==> config.mk <==
export PLATFORM = sky130hd
export DESIGN_NAME = axi_lite_selftest_master
export DESIGN_NICKNAME = d
export VERILOG_FILES = /design/src/rtl/axi_lite_pkg.sv /design/src/rtl/axi_lite_selftest_pattern.sv /design/src/rtl/axi_lite_selftest_master.sv
export SDC_FILE = /design/constraint.sdc
export NUM_CORES = 1
export LEC_CHECK = 0
export BUFFER_PORTS_ARGS = -buffer_cell sky130_fd_sc_hd__buf_2
export CORE_UTILIZATION = 48
export CTS_CLUSTER_SIZE = 25
export DETAILED_ROUTE_END_ITERATION = 10
export HOLD_SLACK_MARGIN = 0.12
export PLACE_DENSITY = 0.79
export SETUP_SLACK_MARGIN = 0.5
export SLEW_MARGIN = 25
export SYNTH_ARGS = -nofsm -noshare
export SYNTH_HDL_FRONTEND = slang
export SYNTH_SLANG_ARGS = --single-unit
==> constraint.sdc <==
create_clock -name ACLK -period 3.3 [get_ports ACLK]
set_input_delay 0.99 -clock ACLK [delete_from_list [all_inputs] [get_ports ACLK]]
set_output_delay 0.99 -clock ACLK [all_outputs]
set_load 0.05 [all_outputs]
==> src/rtl/axi_lite_pkg.sv <==
// Shared AXI4-Lite definitions for the self-test master: response codes,
// sequencer states and response classification.
package axi_lite_pkg;

    localparam int unsigned IDX_W = 8;

    localparam logic [1:0] RESP_OKAY   = 2'b00;
    localparam logic [1:0] RESP_EXOKAY = 2'b01;
    localparam logic [1:0] RESP_SLVERR = 2'b10;
    localparam logic [1:0] RESP_DECERR = 2'b11;

    typedef enum logic [2:0] {
        IDLE,
        WR,
        WR_RESP,
        RD,
        RD_DATA,
        DONE
    } state_t;

    // Anything other than OKAY/EXOKAY counts as a failed transfer.
    function automatic logic resp_is_error(input logic [1:0] resp);
        return (resp != RESP_OKAY) && (resp != RESP_EXOKAY);
    endfunction

endpackage

==> src/rtl/axi_lite_selftest_pattern.sv <==
// Maps a word index to its target address and generated data word.
module axi_lite_selftest_pattern
    import axi_lite_pkg::*;
#(
    parameter logic [31:0] BASE_ADDR = 32'h4000_0000,
    parameter int unsigned ADDR_W    = 32,
    parameter int unsigned DATA_W    = 32,
    parameter logic [31:0] SEED      = 32'hA5A5_0000
) (
    input  logic [IDX_W-1:0]  idx,
    output logic [ADDR_W-1:0] addr_c,
    output logic [DATA_W-1:0] data_c
);

    // Both sums wrap modulo 2^width.
    assign addr_c = ADDR_W'(BASE_ADDR) + ADDR_W'({idx, 2'b00});
    assign data_c = DATA_W'(SEED) + DATA_W'(idx);

endmodule

==> src/rtl/axi_lite_selftest_master.sv <==
// AXI4-Lite initiator that writes a word pattern to a slave, reads it back
// and flags any response or data mismatch; one transaction in flight at a time.
module axi_lite_selftest_master
    import axi_lite_pkg::*;
#(
    parameter logic [31:0] C_M_TARGET_SLAVE_BASE_ADDR = 32'h4000_0000,
    parameter int unsigned C_M_AXI_ADDR_WIDTH         = 32,
    parameter int unsigned C_M_AXI_DATA_WIDTH         = 32,
    parameter int unsigned C_M_TRANSACTIONS_NUM       = 4,
    parameter logic [31:0] C_DATA_SEED                = 32'hA5A5_0000,
    parameter int unsigned C_TIMEOUT_CYCLES           = 1024
) (
    input  logic                              ACLK,
    input  logic                              ARESET,
    input  logic                              INIT_AXI_TXN,
    output logic                              TXN_DONE,
    output logic                              ERROR,
    output logic [C_M_AXI_ADDR_WIDTH-1:0]     M_AXI_AWADDR,
    output logic [2:0]                        M_AXI_AWPROT,
    output logic                              M_AXI_AWVALID,
    input  logic                              M_AXI_AWREADY,
    output logic [C_M_AXI_DATA_WIDTH-1:0]     M_AXI_WDATA,
    output logic [C_M_AXI_DATA_WIDTH/8-1:0]   M_AXI_WSTRB,
    output logic                              M_AXI_WVALID,
    input  logic                              M_AXI_WREADY,
    input  logic [1:0]                        M_AXI_BRESP,
    input  logic                              M_AXI_BVALID,
    output logic                              M_AXI_BREADY,
    output logic [C_M_AXI_ADDR_WIDTH-1:0]     M_AXI_ARADDR,
    output logic [2:0]                        M_AXI_ARPROT,
    output logic                              M_AXI_ARVALID,
    input  logic                              M_AXI_ARREADY,
    input  logic [C_M_AXI_DATA_WIDTH-1:0]     M_AXI_RDATA,
    input  logic [1:0]                        M_AXI_RRESP,
    input  logic                              M_AXI_RVALID,
    output logic                              M_AXI_RREADY
);

    localparam int unsigned AW   = C_M_AXI_ADDR_WIDTH;
    localparam int unsigned DW   = C_M_AXI_DATA_WIDTH;
    localparam int unsigned WD_W = 32;

    localparam logic [IDX_W-1:0] LAST_IDX = IDX_W'(C_M_TRANSACTIONS_NUM - 1);
    localparam logic [WD_W-1:0]  WD_LIMIT = WD_W'(C_TIMEOUT_CYCLES - 1);
    localparam bit               WD_EN    = (C_TIMEOUT_CYCLES != 0);

    state_t state, next_state;

    logic             init_q;
    logic [IDX_W-1:0] idx, idx_d;
    logic             awvalid_q, awvalid_d;
    logic             wvalid_q, wvalid_d;
    logic             aw_done_q, aw_done_d;
    logic             w_done_q, w_done_d;
    logic             bready_q, bready_d;
    logic             arvalid_q, arvalid_d;
    logic             rready_q, rready_d;
    logic             txn_done_q, txn_done_d;
    logic             error_q, error_d;
    logic [AW-1:0]    addr_q, pat_addr;
    logic [DW-1:0]    data_q, pat_data;
    logic [WD_W-1:0]  wd_cnt, wd_cnt_d;

    logic init_pulse, last, active, timeout;
    logic aw_hs, w_hs, b_hs, ar_hs, r_hs;

    assign init_pulse = INIT_AXI_TXN & ~init_q;
    assign last       = (idx == LAST_IDX);
    assign active     = (state == WR) || (state == WR_RESP) ||
                        (state == RD) || (state == RD_DATA);
    assign timeout    = WD_EN && active && (wd_cnt == WD_LIMIT);

    assign aw_hs = awvalid_q & M_AXI_AWREADY;
    assign w_hs  = wvalid_q  & M_AXI_WREADY;
    assign b_hs  = bready_q  & M_AXI_BVALID;
    assign ar_hs = arvalid_q & M_AXI_ARREADY;
    assign r_hs  = rready_q  & M_AXI_RVALID;

    // Address/data follow the next index so they are already valid when VALID rises.
    axi_lite_selftest_pattern #(
        .BASE_ADDR (C_M_TARGET_SLAVE_BASE_ADDR),
        .ADDR_W    (AW),
        .DATA_W    (DW),
        .SEED      (C_DATA_SEED)
    ) u_pattern (
        .idx    (idx_d),
        .addr_c (pat_addr),
        .data_c (pat_data)
    );

    // State and registered-output storage.
    always_ff @(posedge ACLK) begin
        if (ARESET) begin
            state      <= IDLE;
            init_q     <= INIT_AXI_TXN;
            idx        <= '0;
            awvalid_q  <= 1'b0;
            wvalid_q   <= 1'b0;
            aw_done_q  <= 1'b0;
            w_done_q   <= 1'b0;
            bready_q   <= 1'b0;
            arvalid_q  <= 1'b0;
            rready_q   <= 1'b0;
            txn_done_q <= 1'b0;
            error_q    <= 1'b0;
            addr_q     <= '0;
            data_q     <= '0;
            wd_cnt     <= '0;
        end else begin
            state      <= next_state;
            init_q     <= INIT_AXI_TXN;
            idx        <= idx_d;
            awvalid_q  <= awvalid_d;
            wvalid_q   <= wvalid_d;
            aw_done_q  <= aw_done_d;
            w_done_q   <= w_done_d;
            bready_q   <= bready_d;
            arvalid_q  <= arvalid_d;
            rready_q   <= rready_d;
            txn_done_q <= txn_done_d;
            error_q    <= error_d;
            addr_q     <= pat_addr;
            data_q     <= pat_data;
            wd_cnt     <= wd_cnt_d;
        end
    end

    // Sequencer transitions; the watchdog overrides everything.
    always_comb begin
        next_state = state;
        case (state)
            IDLE, DONE: if (init_pulse) next_state = WR;
            WR:         if ((aw_done_q || aw_hs) && (w_done_q || w_hs)) next_state = WR_RESP;
            WR_RESP:    if (b_hs) next_state = last ? RD : WR;
            RD:         if (ar_hs) next_state = RD_DATA;
            RD_DATA:    if (r_hs) next_state = last ? DONE : RD;
            default:    next_state = IDLE;
        endcase
        if (timeout) next_state = DONE;
    end

    // Next values of the channel controls, index, status and watchdog.
    always_comb begin
        idx_d      = idx;
        awvalid_d  = awvalid_q;
        wvalid_d   = wvalid_q;
        aw_done_d  = aw_done_q;
        w_done_d   = w_done_q;
        bready_d   = bready_q;
        arvalid_d  = arvalid_q;
        rready_d   = rready_q;
        txn_done_d = txn_done_q;
        error_d    = error_q;
        wd_cnt_d   = (active && (next_state == state)) ? wd_cnt + 1'b1 : '0;

        case (state)
            IDLE, DONE: begin
                if (init_pulse) begin
                    txn_done_d = 1'b0;
                    error_d    = 1'b0;
                    idx_d      = '0;
                    awvalid_d  = 1'b1;
                    wvalid_d   = 1'b1;
                    aw_done_d  = 1'b0;
                    w_done_d   = 1'b0;
                end
            end
            WR: begin
                if (aw_hs) begin
                    awvalid_d = 1'b0;
                    aw_done_d = 1'b1;
                end
                if (w_hs) begin
                    wvalid_d = 1'b0;
                    w_done_d = 1'b1;
                end
                if (next_state == WR_RESP) bready_d = 1'b1;
            end
            WR_RESP: begin
                if (b_hs) begin
                    bready_d = 1'b0;
                    if (resp_is_error(M_AXI_BRESP)) error_d = 1'b1;
                    if (last) begin
                        idx_d     = '0;
                        arvalid_d = 1'b1;
                    end else begin
                        idx_d     = idx + 1'b1;
                        awvalid_d = 1'b1;
                        wvalid_d  = 1'b1;
                        aw_done_d = 1'b0;
                        w_done_d  = 1'b0;
                    end
                end
            end
            RD: begin
                if (ar_hs) begin
                    arvalid_d = 1'b0;
                    rready_d  = 1'b1;
                end
            end
            RD_DATA: begin
                if (r_hs) begin
                    rready_d = 1'b0;
                    if (resp_is_error(M_AXI_RRESP) || (M_AXI_RDATA != data_q)) error_d = 1'b1;
                    if (last) begin
                        txn_done_d = 1'b1;
                    end else begin
                        idx_d     = idx + 1'b1;
                        arvalid_d = 1'b1;
                    end
                end
            end
            default: ;
        endcase

        if (timeout) begin
            awvalid_d  = 1'b0;
            wvalid_d   = 1'b0;
            bready_d   = 1'b0;
            arvalid_d  = 1'b0;
            rready_d   = 1'b0;
            error_d    = 1'b1;
            txn_done_d = 1'b1;
        end
    end

    assign TXN_DONE      = txn_done_q;
    assign ERROR         = error_q;
    assign M_AXI_AWADDR  = addr_q;
    assign M_AXI_AWPROT  = 3'b000;
    assign M_AXI_AWVALID = awvalid_q;
    assign M_AXI_WDATA   = data_q;
    assign M_AXI_WSTRB   = '1;
    assign M_AXI_WVALID  = wvalid_q;
    assign M_AXI_BREADY  = bready_q;
    assign M_AXI_ARADDR  = addr_q;
    assign M_AXI_ARPROT  = 3'b000;
    assign M_AXI_ARVALID = arvalid_q;
    assign M_AXI_RREADY  = rready_q;

endmodule

Yosys cells after proc, flatten, opt, wreduce, memory -nomap -nowiden
Index checks and enable logic that the tools add are counted.
{"block": "totals", "wordCells": 134, "output_inout_bits": 113, "register_bits": 117, "latch_bits": 0, "romBits": 0, "ram_bits": 0, "in_bits": 44, "n_memories": 0}
{"block": "op_classes", "n_reduce_logical": 30, "multipliers": 0, "n_lt_le_gt_ge": 0, "add_sub_neg": 4, "bitwise": 8, "shift": 0, "div": 0, "mux": 49, "n_eq_ne": 28}
{"cell": "$mux W8", "n": 5}
{"cell": "$add A31 B10 Y32 const A", "n": 1}
{"cell": "$add A32 B1 Y32 const B", "n": 1}
{"cell": "$add A32 B8 Y32 const A", "n": 1}
{"cell": "$eq A32 B10 Y1 const B", "n": 1}
{"cell": "$ne A32 B32 Y1", "n": 1}
{"cell": "$mux W1", "n": 25}
{"cell": "$pmux W8 S3", "n": 1}
{"cell": "$mux W3", "n": 7}
{"cell": "$ne A2 B2 Y1 const B", "n": 9}
{"cell": "$pmux W1 S3", "n": 6}
{"cell": "$pmux W3 S5", "n": 1}
{"cell": "$ne A3 B3 Y1 const B", "n": 4}
{"cell": "$reduce_and A6 Y1", "n": 2}
{"cell": "$reduce_and A5 Y1", "n": 2}
{"cell": "$eq A3 B2 Y1 const B", "n": 3}
{"cell": "$reduce_bool A3 Y1", "n": 3}
{"cell": "$add A8 B1 Y8 const B", "n": 1}
{"cell": "$eq A8 B2 Y1 const B", "n": 1}
{"cell": "$reduce_bool A2 Y1", "n": 4}
{"cell": "$and A1 B1 Y1", "n": 6}
{"cell": "$eq A3 B3 Y1 const B", "n": 2}
{"cell": "$logic_or A1 B1 Y1", "n": 6}
{"cell": "$ne A2 B1 Y1 const B", "n": 3}
{"cell": "other kinds (12)", "n": 23}

Logic depth before layout (Yosys ltp)
Gate-level depths: netlist of run 1.
{"block": "logic_depth", "word_depth": 10, "mapped_depth": 9, "ltp_nobuf": 8}

Cells and area by module
From an unflattened synthesis of run 1, not the netlist that was laid out.
{"block": "hier_totals", "hier_cells": 633, "hier_area_um2": 5890.6}
{"module": "axi_lite_selftest_master", "n_inst": 1, "area_per_inst_um2": 5402.7, "seq_area_each_um2": 2342.2, "cells_per_inst": 567}
{"module": "axi_lite_selftest_pattern", "n_inst": 1, "area_per_inst_um2": 488.0, "seq_area_each_um2": 0.0, "cells_per_inst": 66}

Worst setup path after synthesis of run 1
No wires, ideal clock.
{"block": "synth_path", "path_kind": "input port to flip-flop", "start": "input port M_AXI_RVALID", "end": "register wd_cnt[13]", "setup_time_ns": 0.064, "slack_ns": 0.561, "cell_stages": 8, "path_buffers": 2, "t_arrival_ns": 2.675, "required_ns": 3.236, "cell_sequence": "and2_1 > clkbuf_1 > a22oi_2 > o211ai_1 > or3_1 > a221o_1 > buf_2 > nor2_1"}
{"block": "synth_between", "elab_chain_len": 8}
{"element": "from (decl)", "line_no": "axi_lite_selftest_master.sv:35", "text": "input logic M_AXI_RVALID,"}
{"element": "$and A1 B1 Y1", "line_no": "axi_lite_selftest_master.sv:77", "text": "assign r_hs = rready_q & M_AXI_RVALID;"}
{"element": "$mux W3", "line_no": "axi_lite_selftest_master.sv:136", "text": "RD_DATA: if (r_hs) next_state = last ? DONE : RD;"}
{"element": "$pmux W3 S5", "line_no": "axi_lite_selftest_master.sv:131", "text": "case (state)"}
{"element": "$mux W3", "line_no": "axi_lite_selftest_master.sv:139", "text": "if (timeout) next_state = DONE;"}
{"element": "$eq A3 B3 Y1", "line_no": "axi_lite_selftest_master.sv:154", "text": "wd_cnt_d = (active && (next_state == state)) ? wd_cnt + 1'b1 : '0;"}
{"element": "$logic_and A1 B1 Y1", "line_no": "axi_lite_selftest_master.sv:154"}
{"element": "$not A1 Y1 (no source line)"}
{"element": "$reduce_or A2 Y1 (no source line)"}
{"element": "to (signal assigned)", "line_no": "axi_lite_selftest_master.sv:124", "text": "wd_cnt <= wd_cnt_d;"}
{"element": "to (decl)", "line_no": "axi_lite_selftest_master.sv:62", "text": "logic [WD_W-1:0] wd_cnt, wd_cnt_d;"}
No other way between the ends.
A chain may end at the register's enable or synchronous reset.

Worst setup path in the final report of run 1
{"block": "layout_path", "start": "input port M_AXI_RVALID", "end": "register wd_cnt[5]"}
The elaborated chain is that of the path after synthesis.

==> impl_metrics.env, run 1 <==
export IMPL_outcome="completed"
export IMPL_die_height_um=88.9
export IMPL_max_clock_freq_ghz=0.381
export IMPL_crit_path_max_incr_delay_ps=340
export IMPL_drive_above_1_share_pct=19.5
export IMPL_synth_edf_count=0
export IMPL_rrSetupSlack_ps=760
export IMPL_final_setup_viol_count=0
export IMPL_grt_overflow=0
export IMPL_drc=0
export IMPL_cts_tree="built"
export IMPL_detail_route_antenna_nets=0
export IMPL_ys_ff_latch=54
export IMPL_final_cell_mix="buf_2, conb_1, nor2_1"
export IMPL_fin_crit_ps=2620
export IMPL_yosys_top_cells_area="dfxtp_1, buf_4, xor2_1"
export IMPL_cts_buffers=5
export IMPL_antenna_found_initial=0
export IMPL_grt_pass1_vias=2751
export IMPL_rsz0062_at_grt="no"
export IMPL_placed_cell_area_mm2=0.00365
export IMPL_cp_endpoint="wd_cnt[5]$_SDFF_PP0_"
export IMPL_skew_ps=11.9
export IMPL_maxSlewHeadroom_pct=61.4
export IMPL_syn_avg_cell_area_um2=7.78
export IMPL_synthArstFlopShare_pct=0
export IMPL_finalHoldViolCount=0
export IMPL_synth_top_cell_area_share_pct=29.8
export IMPL_synth_cell_types=51
export IMPL_synth_ff_type="dfxtp_1"
export IMPL_hold_path_class="reg -> reg"
export IMPL_ys_warn_count=0
export IMPL_powerDensity_mw_per_mm2=361
export IMPL_clock_latency_ps=310
export IMPL_die_x_um=88.9
export IMPL_postCtsHoldBufs=0
export IMPL_crit_type="in -> reg"
export IMPL_drt_total_wl_mm=7.55
export IMPL_netlist_area_mm2=0.00363
export IMPL_holdCritStartpoint="w_done_q$_SDFFE_PP0P_"
export IMPL_cts_htree_levels=2
export IMPL_dr_pass1_iters=4
export IMPL_r2r_start="state[2]$_SDFF_PP0_"
export IMPL_r2r_cells=7
export IMPL_layout_commonest_cell="buf_2"
export IMPL_critPathMaxFanout=32
export IMPL_max_cap_violations=0
export IMPL_cp_top_family="compound AO/OA/AOI/OAI gates"
export IMPL_fin_crit_sh_pct=79.5
export IMPL_tightest_slew_ps=578
export IMPL_nets=563
export IMPL_core_mm2=0.00729
export IMPL_vias=3082
export IMPL_critPathLaunch="M_AXI_RVALID"
export IMPL_avgRoutedWirePerCell_um=12.3
export IMPL_dieArea_mm2=0.00791
export IMPL_hold_slack_ps=479
export IMPL_grt_max_degree=33
export IMPL_synthCells=466
export IMPL_required_ps=3550
export IMPL_vias_per_cell=5.00
export IMPL_crit_arrival_ps=2870
export IMPL_synth_top_area_cell="dfxtp_1"
export IMPL_cp_slowest_cell="a21boi_0"
export IMPL_cp_num_buf_inv=2
export IMPL_area_growth_pct=3.28
export IMPL_p_leak_uw=0.00162
export IMPL_grt_total_usage_pct=18.8
export IMPL_finalSetupTns_ps=0
export IMPL_rows=31
export IMPL_clkTransAtPathRegs_ps=110
export IMPL_cts_sinks=54
export IMPL_num_io_pins=157
export IMPL_globalplace_congestion=0.864
export IMPL_antenna_cells=0
export IMPL_hpwl_mm=5.60
export IMPL_ir_drop_mv=0.251
export IMPL_timing_rr_end="wd_cnt[5]$_SDFF_PP0_"
export IMPL_slew_viol_final=0
export IMPL_cp_depth=8
export IMPL_initial_core_util_pct=49.7
export IMPL_drt_initial_drc_count=109
export IMPL_clockBufferDepth=2
export IMPL_fin_area_mm2=0.00375
export IMPL_cp_start_kind="input pin"
export IMPL_synth_seq_area_share_pct=29.8
export IMPL_path_cells="buf_2, and2_1, a21boi_0, o2bb2ai_1, or3_1, a221o_1, buf_4, nor2_1"
export IMPL_worstSetupEndpointType="flip-flop"
export IMPL_grt_pass1_wl_mm=11.7
export IMPL_cts_root_buffer="clkbuf_8"
export IMPL_portBuffers=82
-- layer usage --
layer  up-vias  track usage, %  wire (µm)
li1       1515               -          -
met1      1434            20.4       3050
met2       125            36.4       3990
met3         8            3.32        446
met4         0            6.49         61
met5         -               0          0
-- worst min path at each step --
stage / cells past startpoint / endpoint
floorplan: 2 / aw_done_q$_SDFFE_PP0P_
global placement: 2 / aw_done_q$_SDFFE_PP0P_
detailed placement: 2 / w_done_q$_SDFFE_PP0P_
CTS: 2 / M_AXI_RREADY$_SDFFE_PP0P_
global route: 2 / w_done_q$_SDFFE_PP0P_
finish: 2 / w_done_q$_SDFFE_PP0P_
-- cells in the mapped netlist, types with 9 or more instances --
cell type and instances:
nand2_1 32, xor2_1 27, xnor2_1 11, dfxtp_1 54, nor2_1 62, nor4_1 12
inv_1 10, nand3_1 21, o21ai_0 16, clkbuf_1 9, buf_4 97, and3_1 13
a21oi_1 17
-- cell families after synthesis --
| group | count (synthesis) | share of synthesized area [%] |
|---|---|---|
| XOR/XNOR | 38 | 9.18 |
| adder cells (fa/ha/maj) | 4 | 1.31 |
| AO/OA/AOI/OAI | 62 | 11.0 |
| other | 2 | 0.207 |
| AND/OR/NAND/NOR | 183 | 25.4 |
| multiplexers | 1 | 0.276 |
| buffers and inverters | 122 | 22.9 |
| flip-flops | 54 | 29.8 |
-- timing repair --
action | 4_1_cts | 5_1_grt
endpoints found under the hold margin | 0 | 0
setup endpoints to repair | 0 | 31
setup buffers | 0 | 1
resized for setup | 0 | 0
-- area by class of cell --
class	count	area, µm²
fill	727	3550
multi-input combinational	360	1980
sequential	54	1080
timing repair buffer	85	433
tap	99	124
clock buffer	5	68.8
inverter	10	37.5
clock inverter	3	22.5
-- metrics by stage --
step,total power [µW],std cells,setup slack [ps],utilization (%)
global placement,980,607,339,50.0
global route,1410,616,544,51.4
floorplan,1010,536,561,-
detailed placement,984,607,271,50.0
CTS,1370,615,608,51.3
finish,1350,616,677,51.4
-- worst register-to-register path, cell delays in order, from the launching register on --
cell and delay [ps]:
dfxtp_1 700, or3_1 220, nand4_1 160, nor4_4 500
o21ai_0 180, a221o_1 320, buf_4 240, nor2_1 160
-- power breakdown --
| group | switching, µW | internal, µW |
|---|---|---|
| Combinational | 259 | 44.7 |
| Sequential | 8.99 | 657 |
| Clock | 230 | 154 |
| Total | 498 | 856 |
(Power assumes the default switching activity.)
==> run 2, diff against run 1 <==
Clock period 3.3 ns to 2.7 ns, I/O delays scaled along.
==> run 2 against run 1 <==
Wire length is 5.0% lower. Utilization is 1.8 points higher. Worst setup slack worse by 200 ps. Via count is 2.3% lower. Critical path depth stayed put. Clock skew is 5.9 ps lower. Die area stayed put. Power is 21% higher. Flip-flop and latch count stayed put. First-iteration DRC count is 5.5% higher. Clock-buffer cell count is 2 higher. Final area is 3.5% higher. Critical path type unchanged. Critical endpoint is now wd_cnt[9]$_SDFF_PP0_.
==> impl_metrics.env, run 2 (synthesis results as in run 1) <==
export IMPL_placed_cell_area_mm2=0.00371
export IMPL_vias=3012
export IMPL_hold_depth=2
export IMPL_grt_busiest_layer="met2"
export IMPL_nFillCells=719
export IMPL_cp_top_family="simple AND/OR/NAND/NOR gates"
export IMPL_path_cells="buf_2, and2_1, a22oi_2, o211ai_1, or3_1, a221o_1, buf_12, nor2_1"
export IMPL_grt_pass1_vias=2751
export IMPL_fin_area_mm2=0.00388
export IMPL_worstSetupEndpointType="flip-flop"
export IMPL_crit_arrival_ps=2470
export IMPL_vias_per_cell=4.83
export IMPL_antenna_cells=0
export IMPL_timing_rr_end="wd_cnt[9]$_SDFF_PP0_"
export IMPL_grt_max_degree=33
export IMPL_clock_latency_ps=310
export IMPL_maxSlewHeadroom_pct=63.8
export IMPL_tightest_slew_ps=537
export IMPL_final_seq_area_mm2=0.00110
export IMPL_cts_sinks=54
export IMPL_drt_initial_drc_count=115
export IMPL_drt_total_wl_mm=7.17
export IMPL_core_mm2=0.00729
export IMPL_fin_crit_sh_pct=82.3
export IMPL_postCtsHoldBufs=0
export IMPL_min_to="M_AXI_RREADY$_SDFFE_PP0P_"
export IMPL_finalHoldViolCount=0
export IMPL_rsz0062_at_grt="yes"
export IMPL_cp_slowest_cell="or3_1"
export IMPL_grt_total_usage_pct=19.1
export IMPL_crit_type="in -> reg"
export IMPL_finalSetupTns_ps=0
export IMPL_required_ps=2950
export IMPL_nets=571
export IMPL_hold_path_class="reg -> reg"
export IMPL_swShare_pct=35.2
export IMPL_cts_root_buffer="clkbuf_8"
export IMPL_seq_power_share_pct=49.4
export IMPL_fin_crit_ps=2220
export IMPL_outcome="completed"
export IMPL_powerDensity_mw_per_mm2=423
export IMPL_r2r_start="state[0]$_SDFF_PP0_"
export IMPL_slew_viol_final=0
export IMPL_num_io_pins=157
export IMPL_area_growth_pct=6.93
export IMPL_skew_ps=6.03
export IMPL_layout_commonest_cell="buf_2"
export IMPL_grt_use_met3_pct=3.23
export IMPL_grt_use_met1_pct=21.0
export IMPL_die_height_um=88.9
export IMPL_cp_num_buf_inv=2
export IMPL_detail_route_antenna_nets=0
export IMPL_drc=0
export IMPL_die_x_um=88.9
export IMPL_grt_pass1_wl_mm=11.8
export IMPL_p_clk_share_pct=27.9
export IMPL_p_int_uw=1060
export IMPL_hpwl_mm=5.50
export IMPL_drive_above_1_share_pct=24.0
export IMPL_initial_core_util_pct=49.7
export IMPL_cp_start_kind="input pin"
export IMPL_final_cell_mix="buf_2, conb_1, nor2_1"
export IMPL_max_cap_violations=0
export IMPL_r2r_cells=7
export IMPL_dieArea_mm2=0.00791
export IMPL_cts_buffers=5
export IMPL_rrSetupSlack_ps=530
export IMPL_crit_path_max_incr_delay_ps=370
export IMPL_p_leak_uw=0.00168
export IMPL_globalplace_congestion=0.921
export IMPL_max_clock_freq_ghz=0.450
export IMPL_cts_htree_levels=2
export IMPL_clkTransAtPathRegs_ps=90
export IMPL_portBuffers=82
export IMPL_rows=31
export IMPL_use_met2_pct=36.7
export IMPL_power_net_switching_uw=577
export IMPL_antenna_found_initial=0
export IMPL_ir_drop_mv=0.253
export IMPL_cts_tree="built"
export IMPL_clockBufferDepth=2
export IMPL_final_setup_viol_count=0
export IMPL_grt_overflow=0
export IMPL_comb_power_share_pct=22.6
export IMPL_holdCritStartpoint="M_AXI_RREADY$_SDFFE_PP0P_"
export IMPL_dr_pass1_iters=4
export IMPL_avgRoutedWirePerCell_um=11.5
export IMPL_multi_input_area_mm2=0.00202
export IMPL_critPathMaxFanout=32
==> run 2: through the flow <==
stage | std cells | util [%] | hold WS (ps) | power [µW] | setup slack [ps]
4_1_cts | 624 | 52.7 | 486 | 1650 | 481
3_5_place_dp | 612 | 50.8 | 462 | 1200 | 141
2_1_floorplan | 536 | - | 438 | 1230 | 227
3_3_place_gp | 612 | 50.8 | 452 | 1200 | 174
6_report | 624 | 53.2 | 479 | 1640 | 478
5_1_grt | 624 | 53.2 | 527 | 1710 | 394
==> run 2: worst max-delay path by stage <==
stage / startpoint / end / slack, ps / cells after the start
global route: flip-flop / wd_cnt[8]$_SDFF_PP0_ / 390 / 8
CTS: M_AXI_BVALID / wd_cnt[10]$_SDFF_PP0_ / 480 / 8
floorplan: M_AXI_RVALID / wd_cnt[25]$_SDFF_PP0_ / 230 / 8
finish: M_AXI_BVALID / wd_cnt[9]$_SDFF_PP0_ / 480 / 8
detailed placement: INIT_AXI_TXN / wd_cnt[9]$_SDFF_PP0_ / 140 / 8
global placement: M_AXI_BVALID / wd_cnt[7]$_SDFF_PP0_ / 170 / 8
==> run 2: cell type report <==
cell class / count / share of cell area (%)
Sequential cell: 54 / 28.4
Clock inverter: 1 / 0.129
Tap cell: 99 / 3.19
Timing Repair Buffer: 93 / 13.0
Multi-Input combinational cell: 360 / 52.0
Clock buffer: 7 / 2.23
Inverter: 10 / 0.968
==> run 2: layer usage <==
metal | share of wire [%] | routed length [µm]
met1 | 42 | 3000
met5 | 0 | 0
met2 | 52 | 3710
met3 | 5.0 | 357
met4 | 1.4 | 98
==> run 2: repair_timing <==
item	4_1_cts	5_1_grt
endpoints found under the setup margin	33	39
pin swaps	5	3
buffers inserted	4	0
cloned	0	0
gates resized for setup	10	11
==> run 2: power by group through the flow <==
stage	sequential (µW)	clock, µW	combinational, µW
2_1_floorplan	843	0	390
3_3_place_gp	831	0	365
3_5_place_dp	831	0	369
4_1_cts	810	473	370
5_1_grt	813	500	396
6_report	811	458	371
==> run 2: worst register-to-register path, cell delays in order (launching register included) <==
cell and delay, ps:
dfxtp_4 420, or3_1 410, nand4_1 170, nor4_4 90
or3_1 350, a221o_1 370, buf_12 180, nor2_1 130
==> run 3, diff against run 2 <==
Clock period 2.7 ns to 2.3 ns, I/O delays scaled along.
==> run 3 against run 2 <==
Non-clock buffer count is 22 higher. Largest power group unchanged. Worst setup slack got worse by 340 ps. Combinational power is 26% higher. Utilization increased by 5.1 points. Via count grew 5.4%.
==> impl_metrics.env, run 3 (synthesis results as in run 1) <==
export IMPL_r2r_cells=7
export IMPL_grt_overflow=0
export IMPL_area_growth_pct=17.2
export IMPL_hpwl_mm=5.83
export IMPL_rows=31
export IMPL_worst_slack_ps=142
export IMPL_crit_type="reg -> reg"
export IMPL_final_seq_area_mm2=0.00112
export IMPL_grt_total_usage_pct=18.9
export IMPL_drt_total_wl_mm=7.86
export IMPL_required_ps=2540
export IMPL_path_cells="or3_1, nand4_1, nor4_4, or3_1, a221o_1, buf_12, nor2_1"
export IMPL_tightest_slew_ps=491
export IMPL_fin_crit_ps=2160
export IMPL_crit_arrival_ps=2400
export IMPL_cts_htree_levels=2
export IMPL_die_x_um=88.9
export IMPL_p_leak_uw=0.00185
export IMPL_max_clock_freq_ghz=0.463
export IMPL_avgRoutedWirePerCell_um=12.2
export IMPL_maxSlewHeadroom_pct=67.0
export IMPL_slew_viol_final=0
export IMPL_initial_core_util_pct=49.7
export IMPL_final_setup_viol_count=0
export IMPL_drc=0
export IMPL_antenna_found_initial=0
export IMPL_final_core_utilization_pct=58.3
export IMPL_hold_path_class="reg -> reg"
export IMPL_dieArea_mm2=0.00791
export IMPL_cp_top_family="simple AND/OR/NAND/NOR gates"
export IMPL_cts_tree="built"
export IMPL_vias=3174
export IMPL_critPathMaxFanout=32
export IMPL_grt_pass1_wl_mm=11.8
export IMPL_dpl_cell_count=628
export IMPL_hold_depth=2
export IMPL_crit_top_cell="or3_1"
export IMPL_clkTransAtPathRegs_ps=90
export IMPL_vias_per_cell=4.91
export IMPL_max_cap_violations=0
export IMPL_portBuffers=82
export IMPL_core_mm2=0.00729
export IMPL_fin_crit_sh_pct=93.8
export IMPL_drt_initial_drc_count=118
export IMPL_cp_num_buf_inv=1
export IMPL_nFillCells=697
export IMPL_cts_root_buffer="clkbuf_8"
export IMPL_antenna_cells=0
export IMPL_die_height_um=88.9
export IMPL_nets=593
export IMPL_num_io_pins=157
export IMPL_finalHoldViolCount=0
export IMPL_ir_drop_mv=0.373
export IMPL_multi_input_area_mm2=0.00216
export IMPL_hold_slack_ps=488
export IMPL_layout_commonest_cell="conb_1"
export IMPL_skew_ps=8.49
export IMPL_worstSetupEndpointType="flip-flop"
export IMPL_cts_buffers=5
export IMPL_finalSetupTns_ps=0
export IMPL_grt_pass1_vias=2770
export IMPL_cp_start_kind="flip-flop"
export IMPL_clockBufferDepth=2
export IMPL_layoutNonFillerInstCount=646
export IMPL_globalplace_congestion=0.909
export IMPL_final_cell_mix="conb_1, buf_2, nor2_1"
export IMPL_clock_latency_ps=310
export IMPL_outcome="completed"
export IMPL_crit_path_max_incr_delay_ps=430
export IMPL_drive_above_1_share_pct=32.9
export IMPL_rsz0062_at_grt="yes"
export IMPL_detail_route_antenna_nets=0
export IMPL_grt_max_degree=33
export IMPL_dr_pass1_iters=4
export IMPL_cts_sinks=54
export IMPL_dp_slack_ps=-103
export IMPL_cp_slowest_cell="or3_1"
export IMPL_cp_depth=7
export IMPL_powerDensity_mw_per_mm2=476
-- run 3: power by group --
group / internal (µW) / switching [µW]
combinational: 84.8 / 383
sequential: 936 / 11.3
clock: 305 / 305
total: 1330 / 700
-- run 3: worst paths after layout --
| check | start | end | slack (ps) |
|---|---|---|---|
| max | state[0]$_SDFF_PP0_ | wd_cnt[3]$_SDFF_PP0_ | 140 |
| min | M_AXI_RREADY$_SDFFE_PP0P_ | M_AXI_RREADY$_SDFFE_PP0P_ | 490 |
| max reg2reg | state[0]$_SDFF_PP0_ | wd_cnt[3]$_SDFF_PP0_ | 140 |
| min reg2reg | M_AXI_RREADY$_SDFFE_PP0P_ | M_AXI_RREADY$_SDFFE_PP0P_ | 490 |
-- run 3: area by class of cell --
| cell class | instances | area share [%] |
|---|---|---|
| timing repair buffer | 115 | 16.6 |
| sequential | 54 | 26.2 |
| tap | 99 | 2.91 |
| clock buffer | 8 | 2.59 |
| inverter | 10 | 0.883 |
| multi-input combinational | 360 | 50.8 |
-- run 3: metal layers --
| metal | track usage (%) | vias up | part of all wire, % |
|---|---|---|---|
| met4 | 6.49 | 0 | 1.4 |
| li1 | - | 1579 | - |
| met1 | 20.7 | 1467 | 41 |
| met2 | 36.7 | 115 | 53 |
| met5 | 0 | - | 0 |
| met3 | 3.05 | 13 | 5.3 |
-- run 3: through the flow --
| step | instance area (µm²) | power [µW] |
|---|---|---|
| after floorplan | 3980 | 1450 |
| after global placement | 3880 | 1410 |
| after detailed placement | 3880 | 1420 |
| after CTS | 4100 | 2030 |
| after global routing | 4250 | 2120 |
| final | 4250 | 2030 |
-- run 3: tightest hold or removal path: stages (launching register included) --
cell	delay, ps
dfxtp_2	330
nand2_1	70
a21oi_2	50
-- run 3: timing repair --
action / 4_1_cts / 5_1_grt
hold buffers: 0 / 0
resized for setup: 26 / 37
endpoints found under the setup margin: 54 / 55
pin swaps: 7 / 7
setup buffers: 5 / 5
